===== src/rtl/instruction_fetch.sv =====
// Fetch stage: owns the PC, drives instruction_memory combinationally and
// registers each returned instruction into an IF/ID register handed to decode.
module instruction_fetch #(
  parameter logic [31:0] RESET_PC   = 32'h0000_0000,
  parameter int          ADDR_WIDTH = 10,
  parameter logic [31:0] NOP_INSTR  = 32'h0000_0013
) (
  input  logic                  clk,
  input  logic                  rst_n,
  input  logic                  fetch_en,
  output logic [ADDR_WIDTH-1:0] imem_address,
  input  logic [31:0]           imem_instruction,
  input  logic                  redirect_valid,
  input  logic [31:0]           redirect_pc,
  output logic                  out_valid,
  input  logic                  out_ready,
  output logic [31:0]           out_instruction,
  output logic [31:0]           out_pc,
  output logic [31:0]           out_pc_plus4,
  output logic [15:0]           fetched_count
);

  logic [31:0] pc_p0;
  logic        vld_p1;
  logic [31:0] instr_p1;
  logic [31:0] pc_p1;
  logic [15:0] cnt_p1;
  logic        accept;
  logic        load;

  function automatic logic [15:0] sat_inc16(input logic [15:0] v);
    sat_inc16 = (v == 16'hFFFF) ? v : v + 16'd1;
  endfunction

  function automatic logic [31:0] align_word(input logic [31:0] a);
    align_word = {a[31:2], 2'b00};
  endfunction

  assign accept = vld_p1 & out_ready;
  assign load   = fetch_en & ~redirect_valid & (~vld_p1 | out_ready);

  // Stage p0: program counter and memory address (zero-latency read)
  assign imem_address = pc_p0[ADDR_WIDTH-1:0];

  always_ff @(posedge clk or negedge rst_n) begin
    if (!rst_n) begin
      pc_p0 <= RESET_PC;
    end else if (redirect_valid) begin
      pc_p0 <= align_word(redirect_pc);
    end else if (load) begin
      pc_p0 <= pc_p0 + 32'd4;
    end
  end

  // Stage p1: IF/ID output register; a redirect flushes whatever is held
  always_ff @(posedge clk or negedge rst_n) begin
    if (!rst_n) begin
      vld_p1   <= 1'b0;
      instr_p1 <= NOP_INSTR;
      pc_p1    <= RESET_PC;
    end else if (redirect_valid) begin
      vld_p1 <= 1'b0;
    end else if (load) begin
      vld_p1   <= 1'b1;
      instr_p1 <= imem_instruction;
      pc_p1    <= pc_p0;
    end else if (accept) begin
      vld_p1 <= 1'b0;
    end
  end

  always_ff @(posedge clk or negedge rst_n) begin
    if (!rst_n) begin
      cnt_p1 <= 16'd0;
    end else if (accept && !redirect_valid) begin
      cnt_p1 <= sat_inc16(cnt_p1);
    end
  end

  assign out_valid       = vld_p1;
  assign out_instruction = instr_p1;
  assign out_pc          = pc_p1;
  assign out_pc_plus4    = pc_p1 + 32'd4;
  assign fetched_count   = cnt_p1;

endmodule

===== config.mk =====
export PLATFORM = sky130hd
export DESIGN_NAME = instruction_fetch
export DESIGN_NICKNAME = d
export VERILOG_FILES = /design/src/rtl/instruction_fetch.sv
export SDC_FILE = /design/constraint.sdc
export NUM_CORES = 1
export LEC_CHECK = 0
export BUFFER_PORTS_ARGS = -buffer_cell sky130_fd_sc_hd__buf_2
export CORE_ASPECT_RATIO = 1.25
export CORE_MARGIN = 2
export CORE_UTILIZATION = 35
export CTS_CLUSTER_SIZE = 14
export DETAILED_ROUTE_END_ITERATION = 7
export GPL_TIMING_DRIVEN = 0
export PLACE_DENSITY = 0.63
export REMOVE_ABC_BUFFERS = 1
export SLEW_MARGIN = 10
export SYNTH_ARGS = -nofsm -noshare
export SYNTH_HDL_FRONTEND = slang
export SYNTH_SLANG_ARGS = --single-unit
export TNS_END_PERCENT = 30

===== constraint.sdc =====
create_clock -name clk -period 5.37 [get_ports clk]
set_input_delay 1.074 -clock clk [delete_from_list [all_inputs] [get_ports clk]]
set_output_delay 1.074 -clock clk [all_outputs]
set_load 0.005 [all_outputs]

# --- Word-level counts from Yosys, hierarchy flattened ---
# Index checks and enable logic that the tools add are counted.
classes:
  add_sub_neg: 3
  eq_ne: 1
  mux: 5
  n_bitwise: 7
  reduce_logical: 6
op_table:
  columns: ["cell", "count"]
  rows:
  - ["32-bit by 3-bit adder with 32-bit output, second input constant", 2]
  - ["32-bit two-way mux", 2]
  - ["16-bit by 1-bit adder with 16-bit output, second input constant", 1]
  - ["16-bit == test, second input constant", 1]
  - ["2-bit AND reduction", 2]
  - ["1-bit AND", 3]
  - ["1-bit two-way mux", 3]
  - ["1-bit inverter", 3]
  - ["3-bit nonzero test", 1]
  - ["2-bit nonzero test", 1]
  - ["1-bit logical AND", 1]
  - ["1-bit logical NOT", 1]
  - ["1-bit OR", 1]
totals:
  reg_bits: 113
  inputBits: 69

# --- Logic depth before layout (Yosys ltp) ---
depth:
  ltp_word: 5
  mapped_depth: 7
  ltp_nobuf: 6

# --- Worst setup path before layout ---
# No wires, ideal clock.
synth_timing:
  path_kind: "register -> output"
  startpoint: "register pc_p1[2] (netlist: out_pc[2])"
  endpoint: "output out_pc_plus4[24]"
  arrival_time_ns: 1.635
  setup_slack_ns: 2.661
  path_stages_with_launch: 7
  path_cell_list: "dfrtp_1 ha_1 and4_1 nand4_1 or2_2 nor2_1 xor2_1"
synth_between:
  elab_chain_cells: 1
synth_lines:
  columns: ["item", "line_no", "rtl"]
  rows:
  - ["start, declared", "26", "logic [31:0] pc_p1;"]
  - ["start signal, assigned", "66", "pc_p1 <= pc_p0;"]
  - ["32-bit by 3-bit adder with 32-bit output", "83", "assign out_pc_plus4 = pc_p1 + 32'd4;"]
  - ["end, declared", "19", "output logic [31:0] out_pc_plus4,"]
# No other way between the ends.

# --- Worst setup path in the final report ---
layout_timing:
  startpoint: "register pc_p1[4] (netlist: out_pc[4])"
  endpoint: "output out_pc_plus4[27]"
# The elaborated chain is that of the path after synthesis.

==> impl_metrics.ini <==
[clocking]
cts_tree = done
post_cts_buffers = 0
cts_resized = 0
htree_levels = 3
cts.path.max_buffers = 2
clk_pin_slew_ns = 0.08
hold_buffers = 0
cts_root_buf = clkbuf_16
clkSinkCount = 109
cts_buffers = 9
insertion_delay_ns = 0.36

[setup_path]
path_cells = and3_1 > nand3_1 > nor4_2 > nand4_1 > xnor2_1 > buf_2
slowest_stage = nor4_2
crit_cells = 6
r2r_start = pc_p0[4]
reg2reg_depth = 5
worstSetupEndpointType = output port
max_stage_delay_ns = 0.91
crit_arrival_ns = 2.71
critical_path.max_fanout = 7
worstSetupPathType = flop to output port
critPathBufInv = 1
cp_top_family = simple AND/OR/NAND/NOR gates
critPathLaunchType = flop
r2r_slack_ns = 2.71
r2r_end = pc_p0[31]
cp_data_required_time_ns = 4.30

[yosys]
yosysMostFrequentCell = dfrtp_1
synth-compound-area-share = 0.0342
synth_edf_count = 0
synth_mux_area_frac = 0.126
yosysSeqAreaShare = 0.500
ys_top_cells_by_area = dfrtp_1, mux2_2, xnor2_1
synth.cells.most_frequent = dfrtp_1, nand2_1, mux2_2
synth_top_family_by_area = simple AND/OR/NAND/NOR gates
ys_warn_count = 0
synth-xor-area-share = 0.114
syn_inst = 500
synthAdderAreaFrac = 0.00688
synthArstFlopShare = 1.00
synth_ff_type = dfrtp_1
syn_avg_cell_area_um2 = 10.9
yosysTopAreaCell = dfrtp_1
synth-seq-cells = 109
synth_top_cell_area_share = 0.486
yosys.area_share.simple = 0.181
synth_area_um2 = 5460
yosysUniqueCellTypes = 40

[routing]
drc = 0
drt_iter0_drc = 131
routed_wl_mm = 13.5
ant_nets = 0
vias_per_cell = 4.82
post_drt_wl_per_cell_um = 15.2
drt_pass1_iterations = 4
via_count = 4280

[global_route]
grt_usage = 0.165
grt_overflow = 0
grt_max_degree = 79
grt_pass1_wl_mm = 21.5
antenna_found_initial = 0
grt_pass1_vias = 4244

[sta]
tightest_slew_ns = 1.07
slew_headroom = 0.284
setup_viol = 0
tns_ns = 0
drv_slew = 0
fin_skew_ns = 0.0136
fin_hold_ws_ns = 0.494
period_minus_slack_ns = 3.79
setup_slack_ns = 1.58
fmax_mhz = 264
period_share = 0.706
rsz0062_at_grt = no
hold_violations = 0

[floorplanning]
rows = 51
core_um2 = 15400
ios = 192
fp.dieW_um = 116
initial_core_util = 0.354
die_h_um = 144
die-area_um2 = 16600

[final_layout]
drive_gt1_frac = 0.410
final_cells = 888
fillers = 1520
final_cell_area_um2 = 6850
seq_area_um2 = 2730
nNetsFinal = 743
areaGrowthSynthToFinish_pct = 25.4
multi_input_area_um2 = 2550
num_antenna_cells = 0

[run_status]
status = finished, final reports clean

[pwr]
ir_drop_mv = 0.173
p_per_area_nw_per_um2 = 319
p_leak_nw = 3.17

[min_path]
hold_path_end = fetched_count[10]
hold-path-cell-count = 1
hp-start = fetched_count[10]
holdCritPathClass = flop to flop

[place]
io_buffer_count = 183
post_dp_cell_area_um2 = 6560
dp_cells = 872
dpl_worst_slack_ns = 1.92
place_hpwl_mm = 10.0
globalplace.congestion = 0.812

[run]
drv_cap = 0
## worst register-to-register path, stage by stage, from the launching register on
cell	delay, ns
dfrtp_1	0.50
nand4_1	0.21
nor2_1	0.84
nand4_1	0.37
or4_1	0.57
nand3_1	0.09
## per-stage QoR
step | utilization | total power [W]
after CTS | 0.443 | 0.00222
after global placement | 0.419 | 0.00155
after global routing | 0.443 | 0.00232
after floorplan | - | 0.00130
after detailed placement | 0.425 | 0.00157
final | 0.443 | 0.00219
## routing by layer
layer  up-vias  wire length (um)  GRT usage
met3        19               688     0.0312
met5         -                 0          0
met1      2059              5720      0.211
met4         0               268     0.0639
met2       132              6870      0.275
li1       2070                 -          -
## flip-flops by register name, summed over array words and instances, names as in the netlist
signal	cells
fetched_count	16
out_instruction	32
out_pc	30
out_valid	1
pc_p0	30
## layout make-up
| cell class | instances | share of cell area |
|---|---|---|
| Sequential cell | 109 | 0.399 |
| Multi-Input combinational cell | 359 | 0.372 |
| Clock buffer | 10 | 0.0334 |
| Tap cell | 212 | 0.0387 |
| Timing Repair Buffer | 186 | 0.146 |
| Clock inverter | 6 | 0.00804 |
| Inverter | 6 | 0.00329 |
## layout by cell type (no fill, tap or decap), types with 7 or more instances in the layout
cell type,netlist,final
buf_2,6,182
dfrtp_1,106,106
nand2_1,69,69
mux2_2,60,60
xnor2_1,39,39
xor2_1,32,32
o21ai_0,25,25
nand4_1,23,23
nand3_1,20,20
nor2_1,19,18
nor3_1,10,10
and3_1,9,9
clkbuf_16,0,9
and4_1,7,7
## power breakdown
part | internal, W | total (W) | switching, W
clock | 0.000324 | 0.000643 | 0.000318
sequential | 0.000947 | 0.00109 | 0.000142
combinational | 0.000261 | 0.000457 | 0.000195
## logic make-up (layout without fill, tap and decap cells)
family | after synthesis | in the layout
compound gates | 36 | 36
fa+ha+maj | 3 | 3
mux | 61 | 61
buf+inv | 37 | 208
flops | 109 | 109
simple gates | 182 | 182
xor+xnor | 71 | 71
other cells | 1 | 6
## worst max path at each step
stage | to | start
floorplan | out_instruction[10] | out_ready
global placement | out_pc[11] | redirect_valid
detailed placement | out_pc_plus4[27] | out_pc[4]
CTS | out_pc_plus4[27] | out_pc[4]
global route | out_pc_plus4[27] | out_pc[4]
finish | out_pc_plus4[27] | out_pc[4]
Note: power is estimated with default switching activity, not from simulation.
